### config.mk
export PLATFORM = sky130hd
export DESIGN_NAME = sec_tick_gen
export DESIGN_NICKNAME = d
export VERILOG_FILES = /design/src/rtl/sec_tick_gen.sv
export SDC_FILE = /design/constraint.sdc
export NUM_CORES = 1
export LEC_CHECK = 0
export ABC_CLOCK_PERIOD_IN_PS = 3450
export CORE_MARGIN = 2
export CORE_UTILIZATION = 50
export DETAILED_ROUTE_END_ITERATION = 16
export GPL_TIMING_DRIVEN = 0
export PLACE_DENSITY = 0.68
export SKIP_LAST_GASP = 1
export SYNTH_ARGS = -nofsm -noshare
export SYNTH_HDL_FRONTEND = slang
export SYNTH_SLANG_ARGS = --single-unit
### constraint.sdc
create_clock -name clk -period 3.45 [get_ports clk]
set_input_delay 0.5175 -clock clk [delete_from_list [all_inputs] [get_ports clk]]
set_output_delay 0.5175 -clock clk [all_outputs]
set_load 0.01 [all_outputs]
### src/rtl/sec_tick_gen.sv
// sec_tick_gen: prescaler that emits a 1/2/4/8 Hz single-cycle tick, with a debounced run/pause button
//   clk              system clock, the only clock in the block
//   rst              synchronous reset, active-high
//   btn_n_i          raw run/pause push button, active-low, asynchronous to clk
//   speed_sel_i[1:0] tick rate: 00=1 Hz, 01=2 Hz, 10=4 Hz, 11=8 Hz
//   one_sec_flag_o   registered single-cycle tick pulse
//   running_o        registered run state: 1 = ticking, 0 = paused
module sec_tick_gen #(
   parameter int CLK_HZ       = 50_000_000,
   parameter int DEBOUNCE_CYC = 1_000_000
) (
   input  logic       clk,
   input  logic       rst,
   input  logic       btn_n_i,
   input  logic [1:0] speed_sel_i,
   output logic       one_sec_flag_o,
   output logic       running_o
);
   localparam int CW = $clog2(CLK_HZ);
   localparam int DW = $clog2(DEBOUNCE_CYC + 1);
   localparam logic [DW-1:0] DEB_LAST = DW'(DEBOUNCE_CYC - 1);
   // Terminal counts P-1 for each rate; P itself may not fit in CW bits, P-1 always does
   localparam logic [CW-1:0] LAST0 = CW'(CLK_HZ - 1);
   localparam logic [CW-1:0] LAST1 = CW'((CLK_HZ >> 1) - 1);
   localparam logic [CW-1:0] LAST2 = CW'((CLK_HZ >> 2) - 1);
   localparam logic [CW-1:0] LAST3 = CW'((CLK_HZ >> 3) - 1);

   logic          sync1_q, sync2_q, stable_q, press_q, running_q, flag_q;
   logic          stable_d, press_d, running_d, flag_d;
   logic [1:0]    sel_q, sel_d;
   logic [CW-1:0] cnt_q, cnt_d, last;
   logic [DW-1:0] deb_cnt_q, deb_cnt_d;
   logic          btn_diff, deb_done, rate_chg, term;

   always_comb begin
      btn_diff  = sync2_q != stable_q;
      deb_done  = btn_diff && (deb_cnt_q == DEB_LAST);
      stable_d  = deb_done ? sync2_q : stable_q;
      deb_cnt_d = (!btn_diff || deb_done) ? '0 : deb_cnt_q + 1'b1;
      // Only the released->pressed transition of the accepted level is a press
      press_d   = deb_done && !sync2_q;
      running_d = press_q ? !running_q : running_q;
      rate_chg  = speed_sel_i != sel_q;
      sel_d     = speed_sel_i;
      last      = (sel_q == 2'd0) ? LAST0 :
                  (sel_q == 2'd1) ? LAST1 :
                  (sel_q == 2'd2) ? LAST2 : LAST3;
      // Pre-toggle running_q is used, so a tick coinciding with a press still fires
      term      = running_q && (cnt_q == last);
      cnt_d     = rate_chg   ? '0    :
                  !running_q ? cnt_q :
                  term       ? '0    : cnt_q + 1'b1;
      flag_d    = term && !rate_chg;
   end

   always_ff @(posedge clk) begin
      if (rst) begin
         sync1_q   <= 1'b1;
         sync2_q   <= 1'b1;
         stable_q  <= 1'b1;
         deb_cnt_q <= '0;
         press_q   <= 1'b0;
         running_q <= 1'b1;
         sel_q     <= 2'd0;
         cnt_q     <= '0;
         flag_q    <= 1'b0;
      end else begin
         sync1_q   <= btn_n_i;
         sync2_q   <= sync1_q;
         stable_q  <= stable_d;
         deb_cnt_q <= deb_cnt_d;
         press_q   <= press_d;
         running_q <= running_d;
         sel_q     <= sel_d;
         cnt_q     <= cnt_d;
         flag_q    <= flag_d;
      end
   end

   assign one_sec_flag_o = flag_q;
   assign running_o      = running_q;
endmodule

==> qor.txt, run 1 <==
status - finished, final reports clean
Mapped Avg Cell Area - 8.767 um2
Power Total - 1.014 mW
Commonest cells post-synth - dfxtp_1 (54), nor2_1 (37), nor3_1 (33), xnor2_1 (31), nand3_1 (19)
GPL Wtd Cong - 0.8109
# rows - 26
drt initial violations - 162
Syn Std Cell Area - 2630 um2
Sink Count - 54
core area - 5107 um2
Reg-to-Reg Start - deb_cnt_q[0]
final hold violations - 0
RSZ-0062 raised after global routing - no
gr usage total - 18.03%
max-cap viol count - 0
Critical Path AT - 2340 ps
n_diodes - 0
startpoint types - flip-flop
WHS - 423.2 ps
Final min period - 2142 ps
Finished Layout Cells - 383
PortBufs - 6
Synth Flop Type - dfxtp_1
# DRC - 0
Final Util - 56.00%
Pwr Density - 354.6 nW/um2
die height - 76.53 um
Pleak - 0.8656 nW
Reg clk slew, reported paths - 100 ps
CP required - 3650 ps
wire length of the first global-routing pass - 8.811 mm
hold path depth - 1
post_cts resized - 0
top cells by area, synth - dfxtp_1 (41%), xnor2_1 (10%), nor3_1 (6.3%)
fin area - 2860 um2
largest net degree at the start of global routing - 17
synthesized net count - 307
Seq/Total Area, Yosys - 41.10%
Layout area overhead - 8.753%
global route overflow - 0
share of cells above drive strength 1 - 7.029%
CTS Hold Bufs - 0
postcts setup bufs - 0
fmax - 0.4669 GHz
Final period util - 62.08%
CP max FO - 10
wirelength, routed - 4.768 mm
most frequent cell after synthesis - dfxtp_1
Crit. End Element - flip-flop
DR WL/cell - 12.45 um
worst ir drop on vdd - 0.2101 mV
vias in the first global route - 2018
TritonCTS clock tree - built
fin nets - 320
initial antenna violation count - 0
hpwl dp - 3.405 mm
slew margin rel. - 44.22%
Yosys warnings - 0
CTS H-tree lvls - 2
Synth top area share - 41.10%
vias post-DR - 2006
Post-synth ARST share - 0%
Distinct cells, synth - 45
area leader, netlist - dfxtp_1
TritonCTS Buffers - 5
clk_skew - 6.478 ps
Setup TNS - 0 ps
antenna viol nets, final - 0
worst hold start - sync1_q
clk_lat worst skew - 300 ps
Yosys reg bits - 54
Setup Viol. Count Final - 0
final setup margin - 1308 ps
die area - 5856 um2
starting density of the core - 51.49%
CTS max path bufs - 2
setup slack, reg-to-reg - 1310 ps
Reg2Reg Depth - 7
critical path class - reg -> reg
Inst Count DP - 376
Post-DP Area - 2778 um2
Die W - 76.53 um
io pins - 7
Hold Path Class - reg -> reg
pre-CTS WS - 1144 ps
Clock Root Buffer - clkbuf_8
drt pass-1 iters - 4
Worst Tran Pin Value - 829.0 ps
Max Slew Vio Count - 0
hold endpoint - sync2_q
terminus of the critical flop-to-flop path - deb_cnt_q[13]
Syn Inst Count - 300
Via density - 5.238
number of synthesized flops with an enable pin - 0
worst max-delay path, stage by stage, from the launching register on:
cell,delay (ps)
dfxtp_1,380
ha_1,230
inv_1,80
or3_1,380
nor4_2,480
or3_1,190
buf_2,220
nor2_1,70
layout by cell type, fill, tap and decap left out, types with 5 or more instances in the layout:
master | netlist | routed
nor2_1 | 37 | 37
and2_1 | 5 | 5
dfxtp_1 | 54 | 54
clkdlybuf4s50_1 | 0 | 6
buf_2 | 5 | 5
xnor2_1 | 31 | 31
nor2b_1 | 7 | 7
clkbuf_8 | 0 | 5
inv_1 | 9 | 9
nand4_1 | 7 | 7
and3_1 | 5 | 5
nor3_1 | 33 | 33
nand3_1 | 19 | 19
nand2_1 | 15 | 15
xor2_1 | 16 | 16
cell type report:
class | count | area, um2
Buffer | 13 | 102.6
Multi-Input combinational cell | 224 | 1413
Clock buffer | 5 | 68.82
Inverter | 9 | 33.78
Sequential cell | 54 | 1081
Clock inverter | 2 | 13.76
Tap cell | 70 | 87.58
Timing Repair Buffer | 6 | 60.06
Fill cell | 492 | 2247
flip-flops by register name, summed over array words and instances (netlist names):
| register | cells |
|---|---|
| press_q | 1 |
| cnt_q | 26 |
| sync1_q | 1 |
| deb_cnt_q | 20 |
| sel_q | 2 |
| running_o | 1 |
| one_sec_flag_o | 1 |
| stable_q | 1 |
| sync2_q | 1 |
per-layer routing:
metal  vias to the layer above  track usage [%]  wire (um)
li1                       1065                -          -
met1                       919            22.62       2325
met2                        20            30.62       2309
met3                         2            4.028        104
met4                         0            6.000         29
met5                         -                0          0
power by group:
part | total (mW) | switching [mW] | leakage [nW] | internal [mW]
clock network | 0.350 | 0.209 | 0.0444 | 0.141
logic | 0.0347 | 0.0199 | 0.385 | 0.0148
registers | 0.630 | 0.00333 | 0.436 | 0.627
total | 1.01 | 0.232 | 0.866 | 0.782
how the worst max path moves through the flow:
stage / startpoint / slack [ps] / end / cells past startpoint
final: deb_cnt_q[0] / 1310 / deb_cnt_q[13] / 7
after global routing: sel_q[0] / 1130 / cnt_q[24] / 8
after detailed placement: rst / 1140 / cnt_q[18] / 5
after global placement: rst / 1180 / cnt_q[13] / 5
after floorplan: cnt_q[24] / 1590 / cnt_q[10] / 7
after CTS: deb_cnt_q[0] / 1270 / deb_cnt_q[13] / 7
cells by family (layout without fill, tap and decap cells):
family | Yosys count | in the layout | share of synthesized area, %
AND/OR/NAND/NOR | 155 | 155 | 31.02
flip-flops | 54 | 54 | 41.10
XOR/XNOR | 47 | 47 | 15.65
buffers and inverters | 22 | 35 | 5.185
AO/OA/AOI/OAI | 19 | 19 | 5.709
adder cells (fa/ha/maj) | 2 | 2 | 0.9513
multiplexers | 1 | 1 | 0.3806
No activity file was read; power rests on OpenSTA's default activity.
==> run 2, diff against run 1 <==
- ABC_CLOCK_PERIOD_IN_PS: 3450 -> 1900
- PLACE_DENSITY: 0.68 -> 0.7
- clock period: 3.45 -> 1.9 ns (I/O delays scaled with it)
==> qor.txt, run 2 (synthesized netlist as in run 1, its figures left out) <==
PortBufs - 6 (unchanged)
DR WL/cell - 13.35 um (+7.3%)
Worst Tran Pin Value - 517.4 ps (-311.6 ps)
worst ir drop on vdd - 0.4281 mV (+100%)
Power Total - 2.028 mW (+100%)
antenna viol nets, final - 0 (unchanged)
startpoint types - flip-flop
Max Slew Vio Count - 0 (unchanged)
global route hottest layer - met2
Pwr Density - 646.9 nW/um2 (+82%)
TritonCTS clock tree - built
starting density of the core - 51.49% (unchanged)
gr usage total - 18.51% (+0.47 points)
hpwl dp - 3.423 mm (+0.52%)
global route overflow - 0 (unchanged)
CP required - 2090 ps (-1560 ps)
clk_skew - 11.08 ps (+4.599 ps)
wirelength, routed - 5.248 mm (+10%)
terminus of the critical flop-to-flop path - cnt_q[24]
fin area - 3134 um2 (+9.6%)
Reg2Reg Depth - 8 (+1)
setup slack, reg-to-reg - -60 ps (-1370 ps)
Hold Path Class - reg -> reg
routing usage on met1 - 21.66% (-0.95 points)
fmax - 0.5107 GHz (+9.4%)
hold endpoint - sync2_q
GPL Wtd Cong - 0.8355 (+3.0%)
biggest regs - cnt_q: 26 flops, deb_cnt_q: 20 flops, sel_q: 2 flops
Finished Layout Cells - 393 (+2.6%)
drt pass-1 iters - 4 (unchanged)
Final min period - 1958 ps (-183.4 ps)
Via density - 5.397 (+3.0%)
Die W - 76.53 um (unchanged)
critical path class - reg -> reg
clk_lat worst skew - 320 ps (+20 ps)
core area - 5107 um2 (unchanged)
drt initial violations - 98 (-40%)
share of cells above drive strength 1 - 16.72% (+9.7 points)
initial antenna violation count - 0 (unchanged)
CP max FO - 10 (unchanged)
die area - 5856 um2 (unchanged)
Setup TNS - -1057 ps (-1057 ps)
Post-DP Area - 2778 um2 (unchanged)
Reg-to-Reg Start - cnt_q[13]
hold path depth - 1 (unchanged)
Sink Count - 54 (unchanged)
Critical Path AT - 2150 ps (-190 ps)
final setup margin - -58.26 ps (-1367 ps)
commonest cells after routing, fill and taps aside - dfxtp_1 (44), nor2_1 (36), nor3_1 (33)
slew margin rel. - 65.22% (+21 points)
worst hold start - sync1_q
io pins - 7 (unchanged)
largest net degree at the start of global routing - 19 (+2)
pre-CTS WS - -207.0 ps (-1351 ps)
CTS max path bufs - 2 (unchanged)
vias post-DR - 2121 (+5.7%)
die height - 76.53 um (unchanged)
Top reg by flops - cnt_q
fin nets - 329 (+2.8%)
Clock Root Buffer - clkbuf_8
TritonCTS Buffers - 5 (unchanged)
final hold violations - 0 (unchanged)
# DRC - 0 (unchanged)
Layout area overhead - 19.17%
Inst Count DP - 376 (unchanged)
Setup Viol. Count Final - 22 (+22)
Reg clk slew, reported paths - 100 ps (about the same)
Crit. End Element - flip-flop
n_diodes - 0 (unchanged)
Final period util - 103.1% (+41 points)
CTS Hold Bufs - 0 (unchanged)
violated checks - negative setup slack
status - finished with violations
wire length of the first global-routing pass - 8.790 mm (-0.24%)
M2 GR Usage - 32.21% (+1.6 points)
global routing usage on met3 - 4.858% (+0.83 points)
vias in the first global route - 2009 (-0.45%)
CTS H-tree lvls - 2 (unchanged)
RSZ-0062 raised after global routing - yes
Pleak - 0.9631 nW (+11%)
most common cell after layout, fill and taps aside - dfxtp_1
# rows - 26 (unchanged)
max-cap viol count - 0 (unchanged)
max reg flops - 26 (unchanged)
-- run 2: cell types whose count changed in the layout (fill, tap and decap cells not counted), sizes merged --
cell / change
buf: +9
bufinv: +1
-- run 2: worst max-delay path, cell delays in order, from the launching register on --
cell	delay, ps
dfxtp_1	320
buf_6	140
nor4b_4	310
o311ai_2	140
a2111oi_4	360
o2111a_1	260
buf_6	140
buf_12	120
nor3_1	50
-- run 2: worst max-delay path by stage --
stage,from,endpoint,slack (ps),depth (start not counted)
after floorplan,cnt_q[24],cnt_q[10],40,7
after global placement,sel_q[0],cnt_q[13],-190,8
after CTS,cnt_q[24],cnt_q[18],-70,7
final,cnt_q[13],cnt_q[24],-60,8
after global routing,cnt_q[13],cnt_q[16],-170,8
after detailed placement,deb_cnt_q[0],deb_cnt_q[19],-210,7
-- run 2: power breakdown --
part	switching [mW]	total (mW)	internal, mW	leakage, nW
combinational	0.0426	0.0829	0.0403	0.462
sequential	0.00795	1.14	1.13	0.442
clock	0.405	0.805	0.400	0.0587
total	0.455	2.03	1.57	0.963
-- run 2: metal layers --
layer	wire [um]	share of wire (%)
met4	121	2.3
met1	2435	46
met5	0	0
met3	166	3.2
met2	2524	48
-- run 2: repair_timing --
item,4_1_cts,5_1_grt
pin swaps,4,4
endpoints found under the setup margin,48,47
setup buffers,4,4
gates cloned,1,0
resized for setup,16,30
-- run 2: layout make-up --
class	instances	area, um2
Clock buffer	5	68.82
Sequential cell	54	1106
Tap cell	70	87.58
Timing Repair Buffer	15	141.4
Multi-Input combinational cell	224	1516
Inverter	9	33.78
Clock inverter	3	47.55
Fill cell	444	1973
Buffer	13	132.6
-- run 2: per-stage QoR --
stage / hold slack (ps) / util (%)
floorplan: 356.6 / -
global placement: 393.3 / 54.39
detailed placement: 393.7 / 54.39
CTS: 419.2 / 58.40
global route: 443.1 / 61.37
finish: 418.1 / 61.37
